==> config.mk <==
export PLATFORM = sky130hd
export DESIGN_NAME = writeback_queue
export DESIGN_NICKNAME = d
export VERILOG_FILES = /design/src/rtl/writeback_queue.sv
export SDC_FILE = /design/constraint.sdc
export NUM_CORES = 1
export LEC_CHECK = 0
export ABC_AREA = 1
export CORE_ASPECT_RATIO = 2
export CORE_MARGIN = 5
export CORE_UTILIZATION = 43
export CTS_BUF_LIST = sky130_fd_sc_hd__clkbuf_8
export DETAILED_ROUTE_END_ITERATION = 7
export PLACE_DENSITY = 0.79
export SLEW_MARGIN = 10
export SYNTH_ARGS = -nofsm -noshare
export SYNTH_HDL_FRONTEND = slang
export SYNTH_SLANG_ARGS = --single-unit
==> constraint.sdc <==
create_clock -name clk -period 2.62 [get_ports clk]
set_input_delay 0.262 -clock clk [delete_from_list [all_inputs] [get_ports clk]]
set_output_delay 0.262 -clock clk [all_outputs]
set_load 0.1 [all_outputs]
==> src/rtl/writeback_queue.sv <==
// -----------------------------------------------------------------------------
// writeback_queue
//
// Writeback stage between the memory stage and the register-file write port.
// Each accepted instruction is turned into a {we, addr, data} result and
// placed in a small circular queue. The queue absorbs downstream stalls, so
// no result is dropped while the write port is blocked.
//
// Result formation:
//   JAL / JALR : pc + 4
//   LOAD       : lane selected from rd_data by the low address bits,
//                then sign- or zero-extended
//   other      : ALU result a
//   Stores, branches, writes to x0 and illegal load widths do not write.
//
// Ports:
//   clk, rst         clock and synchronous active-high reset
//   ir               instruction word
//   rd_data          memory read data (aligned word / dword)
//   a                ALU result, or effective address for loads
//   pc               instruction PC
//   v_in / r_out     upstream handshake; r_out depends on occupancy only
//   stall            downstream stall; blocks pop and register write
//   v_out            head entry present
//   wr_en/addr/data  register-file write port, driven from the head entry
//   fwd_*            forwarding tap on the youngest queued entry
//   instret          number of popped (retired) entries, wraps
// -----------------------------------------------------------------------------
module writeback_queue #(
  parameter int XLEN   = 32,
  parameter int REG_AW = 5,
  parameter int DEPTH  = 2,
  parameter int CNT_W  = 32
) (
  input  logic              clk,
  input  logic              rst,
  input  logic [31:0]       ir,
  input  logic [XLEN-1:0]   rd_data,
  input  logic [XLEN-1:0]   a,
  input  logic [XLEN-1:0]   pc,
  input  logic              v_in,
  output logic              r_out,
  input  logic              stall,
  output logic              v_out,
  output logic              wr_en,
  output logic [REG_AW-1:0] wr_addr,
  output logic [XLEN-1:0]   wr_data,
  output logic              fwd_valid,
  output logic [REG_AW-1:0] fwd_addr,
  output logic [XLEN-1:0]   fwd_data,
  output logic [CNT_W-1:0]  instret
);

  localparam int PTR_W = $clog2(DEPTH);
  localparam int CNT_QW = $clog2(DEPTH + 1);
  localparam logic [CNT_QW-1:0] FULL_COUNT = CNT_QW'(DEPTH);

  localparam logic [6:0] OP_LOAD   = 7'b0000011;
  localparam logic [6:0] OP_STORE  = 7'b0100011;
  localparam logic [6:0] OP_BRANCH = 7'b1100011;
  localparam logic [6:0] OP_JAL    = 7'b1101111;
  localparam logic [6:0] OP_JALR   = 7'b1100111;

  typedef struct packed {
    logic              we;
    logic [REG_AW-1:0] addr;
    logic [XLEN-1:0]   data;
  } entry_t;

  // ---------------------------------------------------------------------------
  // Result formation
  // ---------------------------------------------------------------------------
  logic [6:0]      opcode;
  logic [2:0]      funct3;
  logic [2:0]      lane_off;   // byte offset inside the aligned word/dword
  logic [5:0]      sh_byte;
  logic [5:0]      sh_half;
  logic [5:0]      sh_word;
  logic [XLEN-1:0] rd_byte_sh;
  logic [XLEN-1:0] rd_half_sh;
  logic [XLEN-1:0] rd_word_sh;
  logic [7:0]      ld_byte;
  logic [15:0]     ld_half;
  logic [31:0]     ld_word;
  logic            load_legal;
  logic [XLEN-1:0] load_data;
  entry_t          new_entry;

  assign opcode = ir[6:0];
  assign funct3 = ir[14:12];

  // Only XLEN=64 uses a[2]; forcing it to zero for XLEN=32 keeps the word
  // lane at 0 and the byte/half offsets inside 32 bits.
  assign lane_off = (XLEN == 64) ? a[2:0] : {1'b0, a[1:0]};
  assign sh_byte  = {lane_off, 3'b000};
  assign sh_half  = {lane_off[2:1], 4'b0000};
  assign sh_word  = {lane_off[2], 5'b00000};

  assign rd_byte_sh = rd_data >> sh_byte;
  assign rd_half_sh = rd_data >> sh_half;
  assign rd_word_sh = rd_data >> sh_word;
  assign ld_byte    = rd_byte_sh[7:0];
  assign ld_half    = rd_half_sh[15:0];
  assign ld_word    = rd_word_sh[31:0];

  // NOTE: every signal driven here gets a default first, so no path through
  // the case statements can leave it unassigned and infer a latch.
  always_comb begin
    load_legal = 1'b1;
    load_data  = rd_data;
    unique case (funct3)
      3'd0: load_data = XLEN'($signed(ld_byte));
      3'd1: load_data = XLEN'($signed(ld_half));
      3'd2: load_data = XLEN'($signed(ld_word));
      3'd4: load_data = XLEN'(ld_byte);
      3'd5: load_data = XLEN'(ld_half);
      3'd6: begin
        load_data  = XLEN'(ld_word);
        load_legal = (XLEN == 64);
      end
      3'd3: begin
        load_data  = rd_data;
        load_legal = (XLEN == 64);
      end
      default: load_legal = 1'b0;
    endcase
  end

  always_comb begin
    new_entry.addr = REG_AW'(ir[11:7]);
    new_entry.data = a;
    new_entry.we   = 1'b1;
    unique case (opcode)
      OP_JAL, OP_JALR: new_entry.data = pc + XLEN'(4);
      OP_LOAD: begin
        new_entry.data = load_data;
        new_entry.we   = load_legal;
      end
      OP_STORE, OP_BRANCH: new_entry.we = 1'b0;
      default: ;
    endcase
    if (new_entry.addr == '0) new_entry.we = 1'b0;
  end

  // Upper instruction bits are immediates / rs fields, not needed here.
  logic unused_ir_bits;
  assign unused_ir_bits = ^ir[31:15];

  // ---------------------------------------------------------------------------
  // Queue
  // ---------------------------------------------------------------------------
  entry_t             mem [DEPTH];
  logic [PTR_W-1:0]   wr_ptr;
  logic [PTR_W-1:0]   rd_ptr;
  logic [PTR_W-1:0]   tail_ptr;
  logic [CNT_QW-1:0]  count;
  logic               push;
  logic               pop;
  entry_t             head_entry;
  entry_t             tail_entry;

  // Outputs are gated by rst as well as by count: reset is synchronous, so
  // during the first reset cycle count still holds its pre-reset value.
  assign r_out = ~rst & (count < FULL_COUNT);
  assign v_out = ~rst & (count != '0);
  assign push  = v_in & r_out;
  assign pop   = v_out & ~stall;

  assign tail_ptr   = wr_ptr - 1'b1;
  assign head_entry = mem[rd_ptr];
  assign tail_entry = mem[tail_ptr];

  assign wr_en     = v_out & head_entry.we & ~stall;
  assign wr_addr   = head_entry.addr;
  assign wr_data   = head_entry.data;
  assign fwd_valid = v_out & tail_entry.we;
  assign fwd_addr  = tail_entry.addr;
  assign fwd_data  = tail_entry.data;

  // NOTE: sequential state uses non-blocking assignments so every register
  // samples pre-edge values regardless of statement order.
  always_ff @(posedge clk) begin
    if (rst) begin
      wr_ptr  <= '0;
      rd_ptr  <= '0;
      count   <= '0;
      instret <= '0;
    end else begin
      // Pointers wrap naturally because DEPTH is a power of two.
      if (push) wr_ptr <= wr_ptr + 1'b1;
      if (pop) begin
        rd_ptr  <= rd_ptr + 1'b1;
        instret <= instret + 1'b1;
      end
      unique case ({push, pop})
        2'b10:   count <= count + 1'b1;
        2'b01:   count <= count - 1'b1;
        default: ;
      endcase
    end
  end

  // NOTE: the entry storage has no reset; count gates every consumer, so
  // stale contents are never observed and the array can map to plain flops
  // or RAM without a reset network.
  always_ff @(posedge clk) begin
    if (push) mem[wr_ptr] <= new_entry;
  end

endmodule

==> summary.md <==
| Metric | Value |
|---|---|
| Status | completed |
| H-tree Lvls | 4 |
| Vias in the first global route | slightly above 8000 |
| Max Cap Viol | 0 |
| Hold Crit Class | in -> reg |
| Fin crit period | 2160 ps |
| Final Hold Slack | 433 ps |
| TritonCTS buffer count | 17 |
| Layout cells sized above 1 | 14.3% |
| Clock sinks | 113 |
| Cells after Synth | between 1000 and 1500 |
| CP endpoint | fwd_data[8] |
| Crit end category | primary output |
| Max IR drop VDD | between 0.3 and 0.4 mV |
| Worst skew pair latency | 430 ps |
| Worst R2R Start | instret[1] |
| DR vias/cell | around 5.4 |
| Final setup vio count | 0 |
| Die span in x | 102 µm |
| Crit path arrival time | 1900 ps |
| EDFF count, synth | 76 |
| CTS resizes | 0 |
| Period Utilization, post-route | 82.4% |
| Yosys synthesis warning count | 0 |
| WP data required | 2360 ps |
| Relative slew slack | between 60% and 70% |
| Type of origin of the critical path | flop |
| Gpl congestion | approximately 1.0 |
| Die ar. | approximately 20000 µm² |
| R2r setup slk | 810 ps |
| Unique masters post-synth | 40 |
| Most frequent cells in the layout | 338 x nand2_1, 160 x nor2_1, 133 x inv_1 |
| CTS Root Cell | clkbuf_8 |
| Commonest non-fill, non-tap cell in the layout | nand2_1 |
| Pins Over Slew Limit | 0 |
| Top cells by area, synth | edfxtp_1 31%, nand2_1 17%, dfxtp_1 10%, nor2_1 8.4%, o21ai_0 7.6% |
| Cell type with the largest total area after synthesis | edfxtp_1 |
| Synthesized area | ~7300 µm² |
| Fmax | around 460 MHz |
| Gr usage total | between 20 and 30% |
| # IOs | between 200 and 250 |
| Synth-to-Final Area Change | 46.5% |
| CP Class | reg -> out |
| N_diodes | 0 |
| Routed vias | approximately 8200 |
| Global route total overflow | 0 |
| Final nets | between 1000 and 1500 |
| Global-route wire length before repair | 43.7 mm |
| DIE HEIGHT | 194 µm |
| Pwr Density | 506 nW/µm² |
| Initial core utilization | 43.6% |
| Post-CTS Repair Setup Buffers | 0 |
| Initial antenna violation count | 0 |
| Post-route DRC | 0 |
| HPWL after detailed placement | 23.6 mm |
| Port buffer count | 224 |
| Clock buffer depth | 2 |
| #FFs+latches synth | 113 |
| Ys flop type | edfxtp_1 |
| DRT Wirelength | 29.0 mm |
| Clock Skew | 9.57 ps |
| RSZ-0062 raised after global routing | false |
| Critical-path maximum fanout | 29 |
| Worst Reg2Reg Path Length in Cells | 10 |
| Final Hold Fails | 0 |
| Post-synth net total | 1221 |
| Area share of the largest cell type after synthesis | 31.2% |
| Iteration-0 DRC count of the detailed router | ~390 |
| Mean Syn Cell Area | 6.73 µm² |
| Async S/R FF share, synth | 0% |
| Core Rows | 67 |
| Register area share after synthesis | 41.3% |
| DRT Pass-1 Iters | 5 |
| Setup TNS | 0 ps |
| Hold-fix buffers at CTS | 0 |
| Worst slew pin tran | 577 ps |
| Clock-pin slew on the worst setup and hold paths | 70 ps |
| Core Area | 16800 µm² |
| Detail Route Antenna Nets | 0 |
| End of the worst register-to-register path | instret[30] |
| Setup crit start | wr_ptr |
| CTS tree | done |
| Largest net degree at the start of global routing | 43 |
| P_leak | 4.60 nW |
| Routed WL per cell | 18.8 µm |
[per-stage QoR]
| step | area [µm²] | setup WS (ps) | util (%) | power [mW] | cells |
|---|---|---|---|---|---|
| 2_1_floorplan | 7330 | -510 | - | 3.14 | 1086 |
| 3_3_place_gp | 10400 | 321 | 61.7 | 3.91 | 1507 |
| 3_5_place_dp | 10400 | 265 | 61.7 | 3.91 | 1507 |
| 4_1_cts | 10700 | 415 | 63.9 | 5.44 | 1539 |
| 5_1_grt | 10700 | 315 | 63.9 | 5.59 | 1539 |
| 6_report | 10700 | 460 | 63.9 | 5.42 | 1539 |
[kinds of logic (layout without fill, tap and decap cells)]
| family | count (synthesis) | in the layout | synth area share [%] |
|---|---|---|---|
| AND/OR/NAND/NOR | 624 | 624 | 35.8 |
| AO/OA/AOI/OAI | 172 | 172 | 12.7 |
| buffers and inverters | 169 | 415 | 9.12 |
| flip-flops | 113 | 113 | 41.3 |
| XOR/XNOR | 5 | 5 | 0.599 |
| adder cells (fa/ha/maj) | 3 | 3 | 0.513 |
[per-layer routing]
metal	wire, µm	GRT usage [%]	vias to the layer above	share of wire (%)
li1	-	-	3987	-
met1	9330	28.9	3776	32
met2	15700	54.0	390	54
met3	1930	5.27	81	6.7
met4	1950	18.8	0	6.7
met5	0	0	-	0
[cells in the mapped netlist, types with 4 or more instances]
library cell    n
a21oi_1        33
a31oi_1         4
buf_2           8
clkbuf_1       26
dfxtp_1        37
edfxtp_1       76
inv_1         127
inv_2           5
nand2_1       338
nand2_2         4
nand3_1        74
nand4_1        11
nor2_1        163
nor3_1         13
o211ai_1        6
o21ai_0       111
o21bai_1        4
o221ai_1        4
xor2_1          4
[worst min path at each step]
stage | from | to | cells past startpoint
2_1_floorplan | ir[7] | mem[0][32] | 0
3_3_place_gp | count[0] | count[0] | 2
3_5_place_dp | count[0] | count[0] | 2
4_1_cts | ir[11] | mem[0][36] | 1
5_1_grt | ir[11] | mem[0][36] | 1
6_report | ir[11] | mem[1][36] | 1
[cell type report]
class                           count  area (µm²)
Clock buffer                       18         248
Clock inverter                     14         111
Fill cell                        1492        6050
Inverter                          132         495
Multi-Input combinational cell    804        3640
Sequential cell                   113        3020
Tap cell                          207         259
Timing Repair Buffer              251        2930
[power by group]
group | internal, mW | switching, mW
sequential | 1.97 | 0.0303
clock | 0.836 | 0.703
combinational | 0.617 | 1.26
total | 3.42 | 2.00
[state kept, by name, summed over array words and instances, names as in the netlist, named ones only]
name     count
mem         76
instret     32
count        2
rd_ptr       1
wr_ptr       1
[critical path, cell delays in order, from the launching register on]
cell	delay, ps
dfxtp_2	590
buf_4	370
nand2_1	100
o21ai_1	170
buf_12	210
Note: power is estimated with default switching activity, not from simulation.
